## src/rtl/apb_master_if.sv

```systemverilog
`default_nettype none
//==============================================================================
// Module      : apb_master_if
// Description : Command/response handshake and APB bus bundle for apb_master.
//               The master modport is the apb_master view; the slave modport
//               is the requester-plus-completer view on the other side.
// Revision    : 1.0 - initial release
//==============================================================================
interface apb_master_if #(
    parameter int NSLV = 2
);
    // Requester command channel
    logic            cmd_valid;
    logic            cmd_ready;
    logic            cmd_write;
    logic [31:0]     cmd_addr;
    logic [31:0]     cmd_wdata;

    // Requester response channel
    logic            rsp_valid;
    logic [31:0]     rsp_rdata;
    logic            rsp_err;

    // APB request
    logic [NSLV-1:0] PSEL;
    logic            PENABLE;
    logic            PWRITE;
    logic [31:0]     PADDR;
    logic [31:0]     PWDATA;

    // Muxed APB completer response
    logic [31:0]     PRDATA;
    logic            PREADY;
    logic            PSLVERR;

    modport master (
        input  cmd_valid, cmd_write, cmd_addr, cmd_wdata,
        output cmd_ready,
        output rsp_valid, rsp_rdata, rsp_err,
        output PSEL, PENABLE, PWRITE, PADDR, PWDATA,
        input  PRDATA, PREADY, PSLVERR
    );

    modport slave (
        output cmd_valid, cmd_write, cmd_addr, cmd_wdata,
        input  cmd_ready,
        input  rsp_valid, rsp_rdata, rsp_err,
        input  PSEL, PENABLE, PWRITE, PADDR, PWDATA,
        output PRDATA, PREADY, PSLVERR
    );
endinterface
`default_nettype wire

```

## src/rtl/apb_master.sv

```systemverilog
`default_nettype none
//==============================================================================
// Module      : apb_master
// Description : Single-outstanding APB master. Accepts one command at a time,
//               decodes the completer index from the address, runs the
//               SETUP/ACCESS sequence with an optional wait timeout and
//               returns a one-cycle response pulse.
// Revision    : 1.0 - initial release
//==============================================================================
module apb_master #(
    parameter int NSLV    = 2,
    parameter int SEL_LSB = 28,
    parameter int TIMEOUT = 16
) (
    input  logic          PCLK,
    input  logic          PRESETn,
    apb_master_if.master  apb
);

    typedef enum logic [1:0] {
        IDLE   = 2'd0,
        SETUP  = 2'd1,
        ACCESS = 2'd2
    } state_t;

    // Counter only ever needs to hold TIMEOUT-1; the abort fires on the edge
    // that would take it to TIMEOUT.
    localparam int CNT_W = (TIMEOUT > 1) ? $clog2(TIMEOUT) : 1;
    localparam logic [CNT_W-1:0] CNT_LAST = CNT_W'((TIMEOUT > 0) ? (TIMEOUT - 1) : 0);

    state_t           state_q,     state_d;
    logic [NSLV-1:0]  psel_q,      psel_d;
    logic             penable_q,   penable_d;
    logic             pwrite_q,    pwrite_d;
    logic [31:0]      paddr_q,     paddr_d;
    logic [31:0]      pwdata_q,    pwdata_d;
    logic             rsp_valid_q, rsp_valid_d;
    logic [31:0]      rsp_rdata_q, rsp_rdata_d;
    logic             rsp_err_q,   rsp_err_d;
    logic [CNT_W-1:0] cnt_q,       cnt_d;

    logic [3:0]       w_idx;
    logic             w_legal;
    logic [NSLV-1:0]  w_sel;
    logic             w_accept;

    // Completer index decode; out-of-range indices shift the select bit out.
    assign w_idx    = apb.cmd_addr[SEL_LSB+3:SEL_LSB];
    assign w_legal  = ({1'b0, w_idx} < 5'(NSLV));
    assign w_sel    = NSLV'(1) << w_idx;

    // Ready is forced low while reset is held so nothing is accepted then.
    assign apb.cmd_ready = PRESETn && (state_q == IDLE);
    assign w_accept      = apb.cmd_valid && apb.cmd_ready;

    assign apb.PSEL      = psel_q;
    assign apb.PENABLE   = penable_q;
    assign apb.PWRITE    = pwrite_q;
    assign apb.PADDR     = paddr_q;
    assign apb.PWDATA    = pwdata_q;
    assign apb.rsp_valid = rsp_valid_q;
    assign apb.rsp_rdata = rsp_rdata_q;
    assign apb.rsp_err   = rsp_err_q;

    // Next-state logic: sequence IDLE/SETUP/ACCESS and build the response.
    always_comb begin
        state_d     = state_q;
        psel_d      = psel_q;
        penable_d   = penable_q;
        pwrite_d    = pwrite_q;
        paddr_d     = paddr_q;
        pwdata_d    = pwdata_q;
        rsp_valid_d = 1'b0;
        rsp_rdata_d = rsp_rdata_q;
        rsp_err_d   = rsp_err_q;
        cnt_d       = cnt_q;

        case (state_q)
            IDLE: begin
                if (w_accept) begin
                    if (w_legal) begin
                        state_d   = SETUP;
                        psel_d    = w_sel;
                        penable_d = 1'b0;
                        paddr_d   = apb.cmd_addr;
                        pwrite_d  = apb.cmd_write;
                        pwdata_d  = apb.cmd_write ? apb.cmd_wdata : 32'h0;
                        cnt_d     = '0;
                    end else begin
                        // Decode error: answer straight away, never touch the bus.
                        rsp_valid_d = 1'b1;
                        rsp_err_d   = 1'b1;
                        rsp_rdata_d = 32'h0;
                    end
                end
            end

            SETUP: begin
                state_d   = ACCESS;
                penable_d = 1'b1;
            end

            ACCESS: begin
                if (apb.PREADY) begin
                    state_d     = IDLE;
                    psel_d      = '0;
                    penable_d   = 1'b0;
                    rsp_valid_d = 1'b1;
                    rsp_err_d   = apb.PSLVERR;
                    rsp_rdata_d = pwrite_q ? 32'h0 : apb.PRDATA;
                end else if ((TIMEOUT > 0) && (cnt_q == CNT_LAST)) begin
                    state_d     = IDLE;
                    psel_d      = '0;
                    penable_d   = 1'b0;
                    rsp_valid_d = 1'b1;
                    rsp_err_d   = 1'b1;
                    rsp_rdata_d = 32'h0;
                end else if (TIMEOUT > 0) begin
                    cnt_d = cnt_q + CNT_W'(1);
                end
            end

            default: begin
                state_d   = IDLE;
                psel_d    = '0;
                penable_d = 1'b0;
            end
        endcase
    end

    // State and output registers with asynchronous active-low reset.
    always_ff @(posedge PCLK or negedge PRESETn) begin
        if (!PRESETn) begin
            state_q     <= IDLE;
            psel_q      <= '0;
            penable_q   <= 1'b0;
            pwrite_q    <= 1'b0;
            paddr_q     <= 32'h0;
            pwdata_q    <= 32'h0;
            rsp_valid_q <= 1'b0;
            rsp_rdata_q <= 32'h0;
            rsp_err_q   <= 1'b0;
            cnt_q       <= '0;
        end else begin
            state_q     <= state_d;
            psel_q      <= psel_d;
            penable_q   <= penable_d;
            pwrite_q    <= pwrite_d;
            paddr_q     <= paddr_d;
            pwdata_q    <= pwdata_d;
            rsp_valid_q <= rsp_valid_d;
            rsp_rdata_q <= rsp_rdata_d;
            rsp_err_q   <= rsp_err_d;
            cnt_q       <= cnt_d;
        end
    end

endmodule
`default_nettype wire

```

## src/flat_wrapper.sv

```systemverilog
// flat-port wrapper written by rule: the top's interface ports become plain ports
module apb_master_flat 
#(
    parameter int NSLV    = 2,
    parameter int SEL_LSB = 28,
    parameter int TIMEOUT = 16
)
  (PCLK, PRESETn, apb_cmd_valid, apb_cmd_write, apb_cmd_addr, apb_cmd_wdata, apb_cmd_ready, apb_rsp_valid, apb_rsp_rdata, apb_rsp_err, apb_PSEL, apb_PENABLE, apb_PWRITE, apb_PADDR, apb_PWDATA, apb_PRDATA, apb_PREADY, apb_PSLVERR);
  apb_master_if #(.NSLV(NSLV)) apb_i ();
  input  logic PCLK;
  input  logic PRESETn;
  input wire logic [$bits(apb_i.cmd_valid)-1:0] apb_cmd_valid;
  input wire logic [$bits(apb_i.cmd_write)-1:0] apb_cmd_write;
  input wire logic [$bits(apb_i.cmd_addr)-1:0] apb_cmd_addr;
  input wire logic [$bits(apb_i.cmd_wdata)-1:0] apb_cmd_wdata;
  output wire logic [$bits(apb_i.cmd_ready)-1:0] apb_cmd_ready;
  output wire logic [$bits(apb_i.rsp_valid)-1:0] apb_rsp_valid;
  output wire logic [$bits(apb_i.rsp_rdata)-1:0] apb_rsp_rdata;
  output wire logic [$bits(apb_i.rsp_err)-1:0] apb_rsp_err;
  output wire logic [$bits(apb_i.PSEL)-1:0] apb_PSEL;
  output wire logic [$bits(apb_i.PENABLE)-1:0] apb_PENABLE;
  output wire logic [$bits(apb_i.PWRITE)-1:0] apb_PWRITE;
  output wire logic [$bits(apb_i.PADDR)-1:0] apb_PADDR;
  output wire logic [$bits(apb_i.PWDATA)-1:0] apb_PWDATA;
  input wire logic [$bits(apb_i.PRDATA)-1:0] apb_PRDATA;
  input wire logic [$bits(apb_i.PREADY)-1:0] apb_PREADY;
  input wire logic [$bits(apb_i.PSLVERR)-1:0] apb_PSLVERR;
  assign apb_i.cmd_valid = apb_cmd_valid;
  assign apb_i.cmd_write = apb_cmd_write;
  assign apb_i.cmd_addr = apb_cmd_addr;
  assign apb_i.cmd_wdata = apb_cmd_wdata;
  assign apb_cmd_ready = apb_i.cmd_ready;
  assign apb_rsp_valid = apb_i.rsp_valid;
  assign apb_rsp_rdata = apb_i.rsp_rdata;
  assign apb_rsp_err = apb_i.rsp_err;
  assign apb_PSEL = apb_i.PSEL;
  assign apb_PENABLE = apb_i.PENABLE;
  assign apb_PWRITE = apb_i.PWRITE;
  assign apb_PADDR = apb_i.PADDR;
  assign apb_PWDATA = apb_i.PWDATA;
  assign apb_i.PRDATA = apb_PRDATA;
  assign apb_i.PREADY = apb_PREADY;
  assign apb_i.PSLVERR = apb_PSLVERR;
  apb_master #(.NSLV(NSLV), .SEL_LSB(SEL_LSB), .TIMEOUT(TIMEOUT)) u_core (.PCLK(PCLK), .PRESETn(PRESETn), .apb(apb_i));
endmodule
```

## config.mk

```make
export PLATFORM = sky130hd
export DESIGN_NAME = apb_master_flat
export DESIGN_NICKNAME = d
export VERILOG_FILES = /design/src/rtl/apb_master_if.sv /design/src/rtl/apb_master.sv /design/src/flat_wrapper.sv
export SDC_FILE = /design/constraint.sdc
export NUM_CORES = 1
export LEC_CHECK = 0
export ABC_AREA = 0
export BUFFER_PORTS_ARGS = -buffer_cell sky130_fd_sc_hd__buf_2
export CAP_MARGIN = 10
export CORE_MARGIN = 2
export CORE_UTILIZATION = 46
export DETAILED_ROUTE_END_ITERATION = 10
export GPL_TIMING_DRIVEN = 0
export PLACE_DENSITY = 0.83
export SLEW_MARGIN = 25
export SYNTH_ARGS = -nofsm -noshare
export SYNTH_HDL_FRONTEND = slang
export SYNTH_SLANG_ARGS = --single-unit
```

## constraint.sdc

```tcl
create_clock -name PCLK -period 2.6 [get_ports PCLK]
set_input_delay 0.13 -clock PCLK [delete_from_list [all_inputs] [get_ports PCLK]]
set_output_delay 0.13 -clock PCLK [all_outputs]
set_load 0.02 [all_outputs]
```

Word level (Yosys, flattened, before mapping). Cells that the tools add are included. Widths: inputs -> output; s select.

Output and inout bits: 103. Logic and storage cells: 67. Bits of input ports: 102. Register bits: 108.

Reductions and logical operators: 9. Bitwise logic cells: 1. Shift-type cells: 1. Muxes and demuxes: 35. Add/sub/neg operators: 1. Equal/unequal tests: 9. Magnitude comparators: 1.

Operator list (count): $mux 32 (6); $pmux 32 s2 (1); $mux 4 (4); $mux 1 (12); $mux 2 (6); $pmux 2 s3 (2); $pmux 4 s2 (1); $reduce_and 4->1 (2); $ne 2x2->1 const B (3); $reduce_and 3->1 (2); $reduce_and 5->1 (1); $add 4x1->4 const B (1); $eq 4x4->1 const B (1); $lt 4x2->1 const B (1); $ne 2x1->1 const B (2); $pmux 1 s2 (2); $shl 1x4->2 const A (1); $ne 3x2->1 const B (1); $pmux 1 s3 (1); $eq 2x1->1 const B (1); $eq 2x2->1 const B (1); $logic_and 1x1->1 (2); $logic_not 2->1 (1); $reduce_bool 2->1 (1); $not 1->1 (1).

Logic depth before layout (Yosys ltp).
Depth in word-level cells: 5. Depth in mapped cells: 7. Gate-level depth less buffers: 5.

Worst setup path before layout. No wires, ideal clock.

Kind: register -> register. Start: register u_core.state_q[1]. End: register u_core.paddr_q[17] (netlist: u_core.apb.PADDR[17]). Path slack: 0.522 ns. Buffers on the path: 4. Period minus slack after synthesis: 2.078 ns. Data required time: 2.475 ns. Arrival time: 1.953 ns. Library setup time: 0.125 ns. Cell stages (with the launch flop): 8. Cells stage by stage: dfrtp_1 -> or3b_1 -> clkbuf_1 -> or2_1 -> buf_6 -> buf_6 -> buf_8 -> mux2_4.

Longest elaborated chain between the ends: 4.

RTL lines: start, declared (RTL line apb_master.sv:31) `state_t state_q, state_d;`; start signal, assigned (RTL line apb_master.sv:145) `state_q <= state_d;`; $logic_not 2->1 (*) (RTL line apb_master.sv:53, apb_master.sv:78); $logic_and 1x1->1 (RTL line apb_master.sv:53) `assign apb.cmd_ready = PRESETn && (state_q == IDLE);`; $logic_and 1x1->1 (RTL line apb_master.sv:54) `assign w_accept = apb.cmd_valid && apb.cmd_ready;`; $reduce_and 3->1 (no line) (*); end signal, assigned (RTL line apb_master.sv:149) `paddr_q <= paddr_d;`; end, declared (RTL line apb_master.sv:35) `logic [31:0] paddr_q, paddr_d;`.

Every way passes the cells marked *; elsewhere a longest branch is shown, timed or not. A chain may end at the register's enable or synchronous reset.

Final worst setup path.
Start: input PRESETn. End: register u_core.paddr_q[25] (netlist: u_core.apb.PADDR[25]).

Longest elaborated chain between the ends: 3.

RTL lines: start, declared (RTL line flat_wrapper.sv:11) `input logic PRESETn;`; $logic_and 1x1->1 (RTL line apb_master.sv:53); $logic_and 1x1->1 (RTL line apb_master.sv:54); $reduce_and 3->1 (no line).

Every way passes these cells.

==> out/metrics.csv <==
stage;metric;value;unit
cts;cts_tree;yes;
critical_path;crit_required;2.85;ns
run_status;status;finished clean;
logic_synthesis;yosysSeqAreaShare;63.7;%
routing;routed_wl;11800;µm
critical_path;r2r_start;u_core.state_q[1]$_DFFE_PN0P_;
placement;hpwl;7860;µm
power;powerDensity;667;nW/µm²
timing;tightest_slew;0.480;ns
critical_path;crit_path_end_kind;flop;
timing;period_share;95.7;%
routing;ant_nets;0;
timing;setup_viol;0;
die;core_area;8810;µm²
logic_synthesis;yosysUniqueCellTypes;33;
hold_path;holdPathStages;3;
hold_path;worstHoldEndpoint;u_core.apb.PWDATA[9]$_DFFE_PN0P_;
final_layout;fin_area;6290;µm²
logic_synthesis;synth-edff-count;0;
placement;port_buffers;203;
timing;slew_violations;0;
critical_path;worstPathMaxFanout;57;
global_route;grt.overflow.total;0;
cts;clock_sinks;107;
critical_path;r2r_end;u_core.apb.PADDR[25]$_DFFE_PN0P_;
cts;clkTransAtPathRegs;0.10;ns
logic_synthesis;async_reset_ff_share;100;%
power;ir_worst_vdd;0.356;mV
die;die_area;9910;µm²
global_route;groute.usage.overall;23.8;%
final_layout;seq_area;2680;µm²
timing;tns;0;ns
critical_path;path_cells;dlygate4sd3_1 -> buf_6 -> buf_16 -> or3b_1 -> clkbuf_1 -> or2_1 -> buf_6 -> buf_6 -> buf_8 -> mux2_4;
critical_path;rrSetupSlack;0.35;ns
logic_synthesis;synth_area_leaders;dfrtp_1, o21ai_0, a22o_1, mux2_2, mux2_4;
critical_path;critPathMaxStageDelay;0.54;ns
global_route;antenna_found_initial;0;
cts;cts_max_path_buffers;2;
cts;clkLatencyLatePin;0.36;ns
timing;max-slew-margin-rel;68.0;%
routing;wl_per_cell;16.2;µm
cts;cts_setup_buffers;0;
logic_synthesis;synth_warnings;0;
timing;period_minus_slack;2.49;ns
logic_synthesis;synth_flop_cell;dfrtp_1;
cts;root_buffer;clkbuf_8;
timing;rsz0062_at_grt;no;
critical_path;cp_slowest_cell;dlygate4sd3_1;
die;num_rows;34;
routing;num_vias;3784;
routing;drt-initial-drc-count;139;
critical_path;startpoint_type;input port;
logic_synthesis;netlist.top_cell.by_area;dfrtp_1;
logic_synthesis;ys_ff_latch;107;
global_route;grt_pass1_vias;3909;
logic_synthesis;synthCells;333;
routing;viasPerCell;5.20;
power;finalPower;4190;µW
final_layout;multi_input_area;1370;µm²
final_layout;area_growth;49.7;%
placement;dpl_cell_area;5390;µm²
final_layout;diodes;0;
critical_path;cp_common_cell;buf_6;
global_route;grt_pass1_wl;18600;µm
cts;cts_max_level;3;
die;fp.dieH;99.6;µm
logic_synthesis;synth_top_cell_area_share;63.7;%
global_route;grt_start_max_net_pins;58;
timing;fin_skew;0.0104;ns
power;p_leak;0.00337;µW
cts;cts_inserted_buffers;9;
hold_path;hp-class;in2reg;
critical_path;reg2reg_depth;7;
final_layout;num-nets-final;718;
timing;hold_viol_final;0;
critical_path;critPathKind;in2reg;
timing;max_freq;402;MHz
die;start_util;47.7;%
logic_synthesis;syn_area_per_cell;12.6;µm²
job;maxCapViolations;0;
die;io_pins;205;
hold_path;worstHoldStart;apb_cmd_wdata[9];
die;fp.dieW;99.6;µm
critical_path;critPathArrivalTime;2.73;ns
logic_synthesis;synth_area;4200;µm²
logic_synthesis;syn_nets;436;
routing;remaining_drc_errors;0;
placement;gp_congestion;0.809;
final_layout;drive_above_1_share;42.1;%
final_layout;nFillCells;612;
routing;dr.pass1.iters;4;
## layout by cell type (no fill, tap or decap), types with 4 or more instances in the layout
master	count
inv_1	6
dlygate4sd3_1	66
mux2_4	11
o21ai_0	67
buf_2	204
clkbuf_8	12
mux2_2	18
nand2_1	33
a22o_1	32
clkbuf_1	18
buf_6	4
dfrtp_1	107
## sequential cells by signal, indices dropped and copies added (netlist names)
register and count:
u_core.apb.PWRITE 1, u_core.apb.PSEL 2, u_core.state_q 2, u_core.cnt_q 4, u_core.apb.rsp_rdata 32, u_core.apb.rsp_err 1
u_core.apb.PADDR 32, u_core.apb.PWDATA 32, u_core.apb.rsp_valid 1
## timing repair
action | 4_1_cts | 5_1_grt
hold buffers | 64 | 3
endpoints found under the setup margin | 0 | 30
gates resized for setup | 0 | 5
endpoints found under the hold margin | 114 | 3
## power breakdown
| part | total, µW | leakage, µW | internal, µW | switching [µW] |
|---|---|---|---|---|
| clock network | 1020 | 0.000107 | 447 | 577 |
| logic | 1110 | 0.00186 | 489 | 625 |
| registers | 2050 | 0.00141 | 1910 | 145 |
## Yosys cell counts, drive strengths merged (2+ instances only)
library cell and instances:
a31o 2, nand2 33, inv 6, o211a 2, nand2b 2, a22o 32, and2 3, clkbuf 20
o31a 2, buf 6, a211o 2, mux2 29, dfrtp 107, o21ai 67, a22oi 2, o2bb2ai 2
nor3 3
## through the flow
step	std cells	setup WS [ns]	hold slack [ns]	utilization, %
5_1_grt	728	0.0373	0.00224	71.4
4_1_cts	725	0.114	0.000528	71.0
6_report	728	0.113	0.0121	71.4
2_1_floorplan	333	0.522	-0.166	-
3_5_place_dp	645	-0.0700	0.109	61.2
3_3_place_gp	644	-1.09	0.343	60.8
## cells by family (layout without fill, tap and decap cells)
group / Yosys count / in the layout / synth area share (%)
AO/OA/AOI/OAI: 115 / 115 / 18.0
flip-flops: 107 / 107 / 63.7
AND/OR/NAND/NOR: 48 / 48 / 5.27
buffers and inverters: 32 / 319 / 3.72
multiplexers: 30 / 30 / 9.00
adder cells (fa/ha/maj): 1 / 1 / 0.298
## worst max-delay path by stage
stage	slack, ns	end	depth (start not counted)	from
after floorplan	0.52	u_core.apb.PADDR[17]$_DFFE_PN0P_	7	u_core.state_q[1]$_DFFE_PN0P_
after global placement	-1.09	u_core.apb.PADDR[26]$_DFFE_PN0P_	8	PRESETn
after detailed placement	-0.07	u_core.apb.PADDR[25]$_DFFE_PN0P_	9	PRESETn
after CTS	0.11	u_core.apb.rsp_rdata[26]$_DFFE_PN0P_	9	PRESETn
after global routing	0.04	u_core.apb.PADDR[25]$_DFFE_PN0P_	10	PRESETn
final	0.11	u_core.apb.PADDR[25]$_DFFE_PN0P_	10	PRESETn
## layer usage
| layer | part of all wire (%) | track usage, % | vias to the layer above |
|---|---|---|---|
| met3 | 5.1 | 5.48 | 27 |
| met4 | 2.7 | 9.06 | 0 |
| met5 | 0 | 0 | - |
| li1 | - | - | 1754 |
| met1 | 41 | 28.7 | 1838 |
| met2 | 52 | 41.8 | 165 |
## final cells by class
| type | count | share of cell area [%] |
|---|---|---|
| Buffer | 26 | 2.17 |
| Tap cell | 108 | 2.15 |
| Clock inverter | 4 | 0.637 |
| Sequential cell | 107 | 42.6 |
| Inverter | 6 | 0.358 |
| Clock buffer | 12 | 2.63 |
| Timing Repair Buffer | 271 | 27.6 |
| Multi-Input combinational cell | 194 | 21.8 |
## worst max-delay path: cells and delay by family
kind / cells / cell delay (ns)
multiplexers: 1 / 0.30
buffers and inverters: 7 / 1.59
AND/OR/NAND/NOR: 2 / 0.67
Note: power is estimated with default switching activity, not from simulation.
